--- src/rtl/mat_mult_seq.sv ---
// Sequential N x N matrix multiply: one shared MAC per cycle, C = A x B or C += A x B.
// C storage is one register per element, instantiated across a row/column generate grid.

module mm_elem #(
  parameter int W = 17
) (
  input  logic         clk,
  input  logic         rst_n,
  input  logic         clr,
  input  logic         we,
  input  logic         accum,
  input  logic [W-1:0] sum,
  output logic [W-1:0] q
);
  always_ff @(posedge clk or negedge rst_n) begin
    if (!rst_n)    q <= '0;
    else if (clr)  q <= '0;
    else if (we)   q <= (accum ? q : '0) + sum;
  end
endmodule

module mat_mult_seq #(
  parameter int N     = 4,
  parameter int DW    = 8,
  parameter int ACC_W = 2*DW+$clog2(N)
) (
  input  logic                   clk,
  input  logic                   rst_n,
  input  logic                   start_i,
  input  logic                   signed_i,
  input  logic                   accum_i,
  input  logic                   clear_i,
  input  logic [N*N*DW-1:0]      mat_a_i,
  input  logic [N*N*DW-1:0]      mat_b_i,
  output logic [N*N*ACC_W-1:0]   mat_c_o,
  output logic                   busy_o,
  output logic                   done_o
);
  localparam int            IW   = $clog2(N);
  localparam int            EW   = $clog2(N*N);
  localparam logic [IW-1:0] LAST = IW'(N-1);

  typedef enum logic [1:0] {IDLE, MAC, DONE} state_t;
  state_t state, state_nx;

  logic [N*N-1:0][DW-1:0]    a, b;
  logic [N*N-1:0][ACC_W-1:0] cq;
  logic [N*N-1:0]            we;
  logic                      sgn, accm;
  logic [ACC_W-1:0]          acc, prod, sum;
  logic [IW-1:0]             i, j, k;
  logic [EW-1:0]             a_idx, b_idx;
  logic [DW-1:0]             a_el, b_el;
  logic [ACC_W-1:0]          a_ext, b_ext;
  logic                      take, clr, wr, last_k, last_el;

  always_ff @(posedge clk or negedge rst_n) begin
    if (!rst_n) state <= IDLE;
    else        state <= state_nx;
  end

  assign last_k  = (k == LAST);
  assign last_el = (i == LAST) && (j == LAST);

  // start beats clear when both arrive together in IDLE
  always_comb begin
    state_nx = state;
    busy_o   = 1'b0;
    done_o   = 1'b0;
    take     = 1'b0;
    clr      = 1'b0;
    case (state)
      IDLE: begin
        if (start_i) begin
          take     = 1'b1;
          state_nx = MAC;
        end else if (clear_i) begin
          clr = 1'b1;
        end
      end
      MAC: begin
        busy_o = 1'b1;
        if (last_k && last_el) state_nx = DONE;
      end
      DONE: begin
        busy_o   = 1'b1;
        done_o   = 1'b1;
        state_nx = IDLE;
      end
      default: state_nx = IDLE;
    endcase
  end

  assign a_idx = EW'(i) * EW'(N) + EW'(k);
  assign b_idx = EW'(k) * EW'(N) + EW'(j);
  assign a_el  = a[a_idx];
  assign b_el  = b[b_idx];

  // sign or zero extend to full width; the truncated product is then correct mod 2^ACC_W
  assign a_ext = {{(ACC_W-DW){sgn & a_el[DW-1]}}, a_el};
  assign b_ext = {{(ACC_W-DW){sgn & b_el[DW-1]}}, b_el};
  assign prod  = a_ext * b_ext;
  assign sum   = acc + prod;
  assign wr    = (state == MAC) && last_k;

  always_ff @(posedge clk or negedge rst_n) begin
    if (!rst_n) begin
      a    <= '0;
      b    <= '0;
      sgn  <= 1'b0;
      accm <= 1'b0;
      acc  <= '0;
      i    <= '0;
      j    <= '0;
      k    <= '0;
    end else if (take) begin
      a    <= mat_a_i;
      b    <= mat_b_i;
      sgn  <= signed_i;
      accm <= accum_i;
      acc  <= '0;
      i    <= '0;
      j    <= '0;
      k    <= '0;
    end else if (state == MAC) begin
      if (!last_k) begin
        acc <= sum;
        k   <= k + 1'b1;
      end else begin
        acc <= '0;
        k   <= '0;
        if (j == LAST) begin
          j <= '0;
          i <= (i == LAST) ? '0 : i + 1'b1;
        end else begin
          j <= j + 1'b1;
        end
      end
    end
  end

  for (genvar r = 0; r < N; r++) begin : g_row
    for (genvar cc = 0; cc < N; cc++) begin : g_col
      assign we[r*N+cc] = wr && (i == IW'(r)) && (j == IW'(cc));
      mm_elem #(.W(ACC_W)) u_elem (
        .clk   (clk),
        .rst_n (rst_n),
        .clr   (clr),
        .we    (we[r*N+cc]),
        .accum (accm),
        .sum   (sum),
        .q     (cq[r*N+cc])
      );
    end
  end

  assign mat_c_o = cq;
endmodule

--- config.mk ---
export PLATFORM = sky130hd
export DESIGN_NAME = mat_mult_seq
export DESIGN_NICKNAME = d
export VERILOG_FILES = /design/src/rtl/mat_mult_seq.sv
export SDC_FILE = /design/constraint.sdc
export NUM_CORES = 2
export LEC_CHECK = 0
export CAP_MARGIN = 10
export CORE_MARGIN = 1.5
export CORE_UTILIZATION = 52
export CTS_BUF_LIST = sky130_fd_sc_hd__clkbuf_4 sky130_fd_sc_hd__clkbuf_8
export DETAILED_ROUTE_END_ITERATION = 16
export PLACE_DENSITY = 0.9
export SLEW_MARGIN = 15
export SYNTH_ARGS = -nofsm -noshare
export SYNTH_HDL_FRONTEND = slang
export SYNTH_SLANG_ARGS = --single-unit
--- constraint.sdc ---
create_clock -name clk -period 8.8 [get_ports clk]
set_input_delay 1.76 -clock clk [delete_from_list [all_inputs] [get_ports clk]]
set_output_delay 1.76 -clock clk [all_outputs]
set_load 0.05 [all_outputs]
==> results.txt <==
The arithmetic-cell share of the synthesized area counting full adders, half adders and majority gates came out at 0.154. The clock insertion delay at the later pin of the skew report came out at 740 ps. Fill cells in the final layout number 5563. The sequential cell area is 14300 sq um. The top flip-flop cell by instance count after synthesis is sky130_fd_sc_hd__dfrtp_1. The post-synthesis xor/xnor area fraction came out at 0.0498. The register bit count reported by yosys came out at 572.

In the routed design, unresolved DRC markers number 0. The total die area came out at 78400 sq um. The count of nets left with antenna violations once routing finished came out at 0. The basic-gate share of the synthesized area counting and, or, nand and nor cells came out at 0.133.

The tightest min-delay check is of the reg -> reg type. The clock net sink count came out at 572. The largest buffer count on any clock path came out at 3. Once layout is complete, the cells apart from fillers number 5602. Measured against its own limit, the worst slew margin works out to 0.239. In the final layout, the share of cells above drive strength 1 is 0.146. The root buffer cell chosen for the clock tree is sky130_fd_sc_hd__clkbuf_8.

The CTS H-tree depth came out at 3. The area share of the leading cell type in the synthesized netlist is 0.359. The total vias in the final route is 34300. The area of the mapped netlist came out at 39900 sq um. The count of synthesis-stage warnings from yosys came out at 0. Setup repair after global routing left no endpoint under its margin. For this design the top-level I/O count stands at 552. The setup TNS came out at 0 ps. The sequential element share of the synthesized area came out at 0.359. The final layout contains 5182 nets. STA classifies the critical path endpoint as a register.

The run finished with clean final reports. The number of failing hold endpoints at the final stage came out at 0. The final routed wirelength across all metal layers came out at 134000 microns.

The number of hold buffers added after CTS was 0. Compared with the post-synthesis result, the final layout area differs by 23.8%. The required time at the worst-slack endpoint is 9390 ps. The number of antenna violations at the first check in global routing came out at 3. After synthesis, the most frequently instantiated cells are sky130_fd_sc_hd__dfrtp_1, sky130_fd_sc_hd__nand2_1, sky130_fd_sc_hd__ha_1, sky130_fd_sc_hd__and2_1, sky130_fd_sc_hd__mux2_2.

The initial utilization of the core area, before any placement, comes to 0.525. The congestion estimate from routability-driven global placement came to 0.949. The mean area per synthesized cell came out at 10.3 sq um. The die outline width is 280 microns. After legalization and detailed placement, the total HPWL measured 97100 microns. The number of CTS-inserted buffers came out at 99. Of all flip-flops after synthesis, the portion carrying an async set or reset was 1.00. The compound-cell area share of the yosys netlist is 0.151. Broken down by cell family, the worst path's largest delay share belongs to adder cells. In this run the worst path has a maximum fanout of 19.

The area of combinational cells with multiple inputs came out at 24400 sq um. STA classifies the critical path startpoint as a register. The delay contributed by the slowest stage of the critical path is 630 ps. The aggregate global-route resource usage came out at 0.337.

In the final routed layout, each cell accounts on average for 24.0 microns. The number of global-route vias before repair came out at 34400. Entering global routing, the biggest net connects 178 pins. Setup violations remaining at the end of the flow were counted as 0. The number of library cell types mapped by synthesis is 77.

Summed over all instances, the cell type with the most area after synthesis is sky130_fd_sc_hd__dfrtp_1. The wire length of the first global-routing pass came out at 203000 microns. Yosys attributes the largest share of cell area to sky130_fd_sc_hd__dfrtp_1, sky130_fd_sc_hd__ha_1, sky130_fd_sc_hd__mux2_2. After detailed placement, the design holds a cell count of 5406. When the netlist entered floorplanning its net count stood at 4580.

The count of buffers added on input and output ports is 551. The time the worst path needs with I/O delays and setup is 8570 ps. The main combinational cell family by area after synthesis is adder cells. The global route total overflow came out at 0. The share of cell area taken by muxes after synthesis came out at 0.119.

The library cell contributing the largest single delay on the critical path is sky130_fd_sc_hd__mux4_2. The count of mapped cells out of synthesis is 3887. The count of buffering cells on the critical path with inverters included came out at 8. The max-capacitance violation count is 0. TritonCTS built the clock tree.

The achievable clock frequency came out at 117 MHz. The ratio of final minimum period to clock period is 0.974. For this block, the initial DRC count from the detailed router was 2889.

From bottom edge to top edge, the die measures 280 microns. For the pin with the worst max-slew slack, the measured transition is 1140 ps. The data arrival time of the worst path came out at 9160 ps.

The total iterations of the first detailed-routing run came out at 6. In this run, synthesis inferred 0 flip-flops with an integrated enable. The number of slew-limit violations in the final report is 0. The critical path in this run is classified as reg -> reg.

Using the TritonRoute via totals, the vias-per-cell ratio works out to 6.13. The number of placement rows came out at 101. The core box area is 75900 sq um. The clock-pin slew reported for the worst setup and hold paths after clock tree synthesis came out at 60 ps. The worst clock skew on the final layout is 64.2 ps. By instance count, the leading cell after synthesis is sky130_fd_sc_hd__dfrtp_1.
## metrics by stage
step | hold slack, ps | utilization | cell area, sq um | setup slack (ps)
after floorplan | 456 | - | 39900 | 62.7
after global placement | 476 | 0.620 | 47100 | 276
after global routing | 516 | 0.650 | 49400 | 40.8
final | 502 | 0.651 | 49400 | 229
after CTS | 507 | 0.648 | 49200 | 28.1
after detailed placement | 488 | 0.620 | 47100 | 45.9
## cell type report
class / count / area share
sequential: 572 / 0.290
inverter: 223 / 0.0169
clock buffer: 147 / 0.0377
clock inverter: 32 / 0.00555
antenna: 5 / 0.000253
tap: 1030 / 0.0261
multi-input combinational: 2949 / 0.494
timing repair buffer: 644 / 0.129
## worst paths after layout
kind                                                            startpoint                                    endpoint  slack (ps)  cells past startpoint
worst min register to register  g_row[2].g_col[0].u_elem.q[11]$_DFFE_PN0P_  g_row[2].g_col[0].u_elem.q[11]$_DFFE_PN0P_         500                      2
min in group asynchronous                                            rst_n   g_row[2].g_col[2].u_elem.q[4]$_DFFE_PN0P_        1080                      1
worst max register to register                            k[1]$_DFFE_PN0P_  g_row[1].g_col[3].u_elem.q[17]$_DFFE_PN0P_         230                     32
worst max-delay path                                      k[1]$_DFFE_PN0P_  g_row[1].g_col[3].u_elem.q[17]$_DFFE_PN0P_         230                     32
max in group asynchronous                                            rst_n                            k[1]$_DFFE_PN0P_        6000                      2
worst min-delay path            g_row[2].g_col[0].u_elem.q[11]$_DFFE_PN0P_  g_row[2].g_col[0].u_elem.q[11]$_DFFE_PN0P_         500                      2
## registers in the layout (all words and copies together), names as in the netlist, 2 cells and up
signal	flops
a	128
j	2
acc	18
b	128
g_row.g_col.u_elem.q	288
i	2
k	2
state	2
## tightest hold or removal path, delay by kind of cell, from the launching register on
family / cells / cell delay [ps]
compound gates: 1 / 60
simple gates: 1 / 50
flops: 1 / 360
## cell families (layout without fill, tap and decap cells)
kind of cell / Yosys count / count (layout)
AOI/OAI and AO/OA: 898 / 898
adders and majority gates: 432 / 432
other: 0 / 5
xor gates and xnor gates: 224 / 224
muxes: 341 / 342
buffers and inverters: 367 / 1046
DFF: 572 / 572
and+or+nand+nor: 1053 / 1053
## timing repair
action                     CTS  global route
setup buffers                0            11
resized for setup            0             7
hold endpoints to repair     0             0
setup endpoints to repair    0            21
## per-layer routing
layer | track usage | up-vias | wire [microns]
met5 | 0 | - | 0
met4 | 0.206 | 0 | 8850
met3 | 0.0774 | 465 | 12900
met2 | 0.555 | 1934 | 63900
met1 | 0.403 | 16800 | 48800
li1 | - | 15100 | -
## cells in the final DEF, fill, tap and decap left out, types with 30 or more instances in the layout
master / count
sky130_fd_sc_hd__nor2_1: 136
sky130_fd_sc_hd__inv_1: 222
sky130_fd_sc_hd__clkdlybuf4s50_1: 550
sky130_fd_sc_hd__mux2_2: 258
sky130_fd_sc_hd__nand2b_1: 30
sky130_fd_sc_hd__fa_1: 100
sky130_fd_sc_hd__o21ai_0: 206
sky130_fd_sc_hd__nand3_1: 46
sky130_fd_sc_hd__a21o_1: 73
sky130_fd_sc_hd__buf_4: 80
sky130_fd_sc_hd__and2_1: 306
sky130_fd_sc_hd__a31oi_1: 35
sky130_fd_sc_hd__a21oi_1: 194
sky130_fd_sc_hd__dfrtp_1: 568
sky130_fd_sc_hd__mux4_2: 80
sky130_fd_sc_hd__a22o_1: 120
sky130_fd_sc_hd__nor3_1: 62
sky130_fd_sc_hd__xnor2_1: 129
sky130_fd_sc_hd__clkbuf_8: 121
sky130_fd_sc_hd__ha_1: 331
sky130_fd_sc_hd__nand2_1: 343
sky130_fd_sc_hd__xor2_1: 82
sky130_fd_sc_hd__nor2b_1: 31
Power is left out: the tool's default activity adds up to more than one toggle a clock period on the data nets, which glitch-free logic cannot reach.
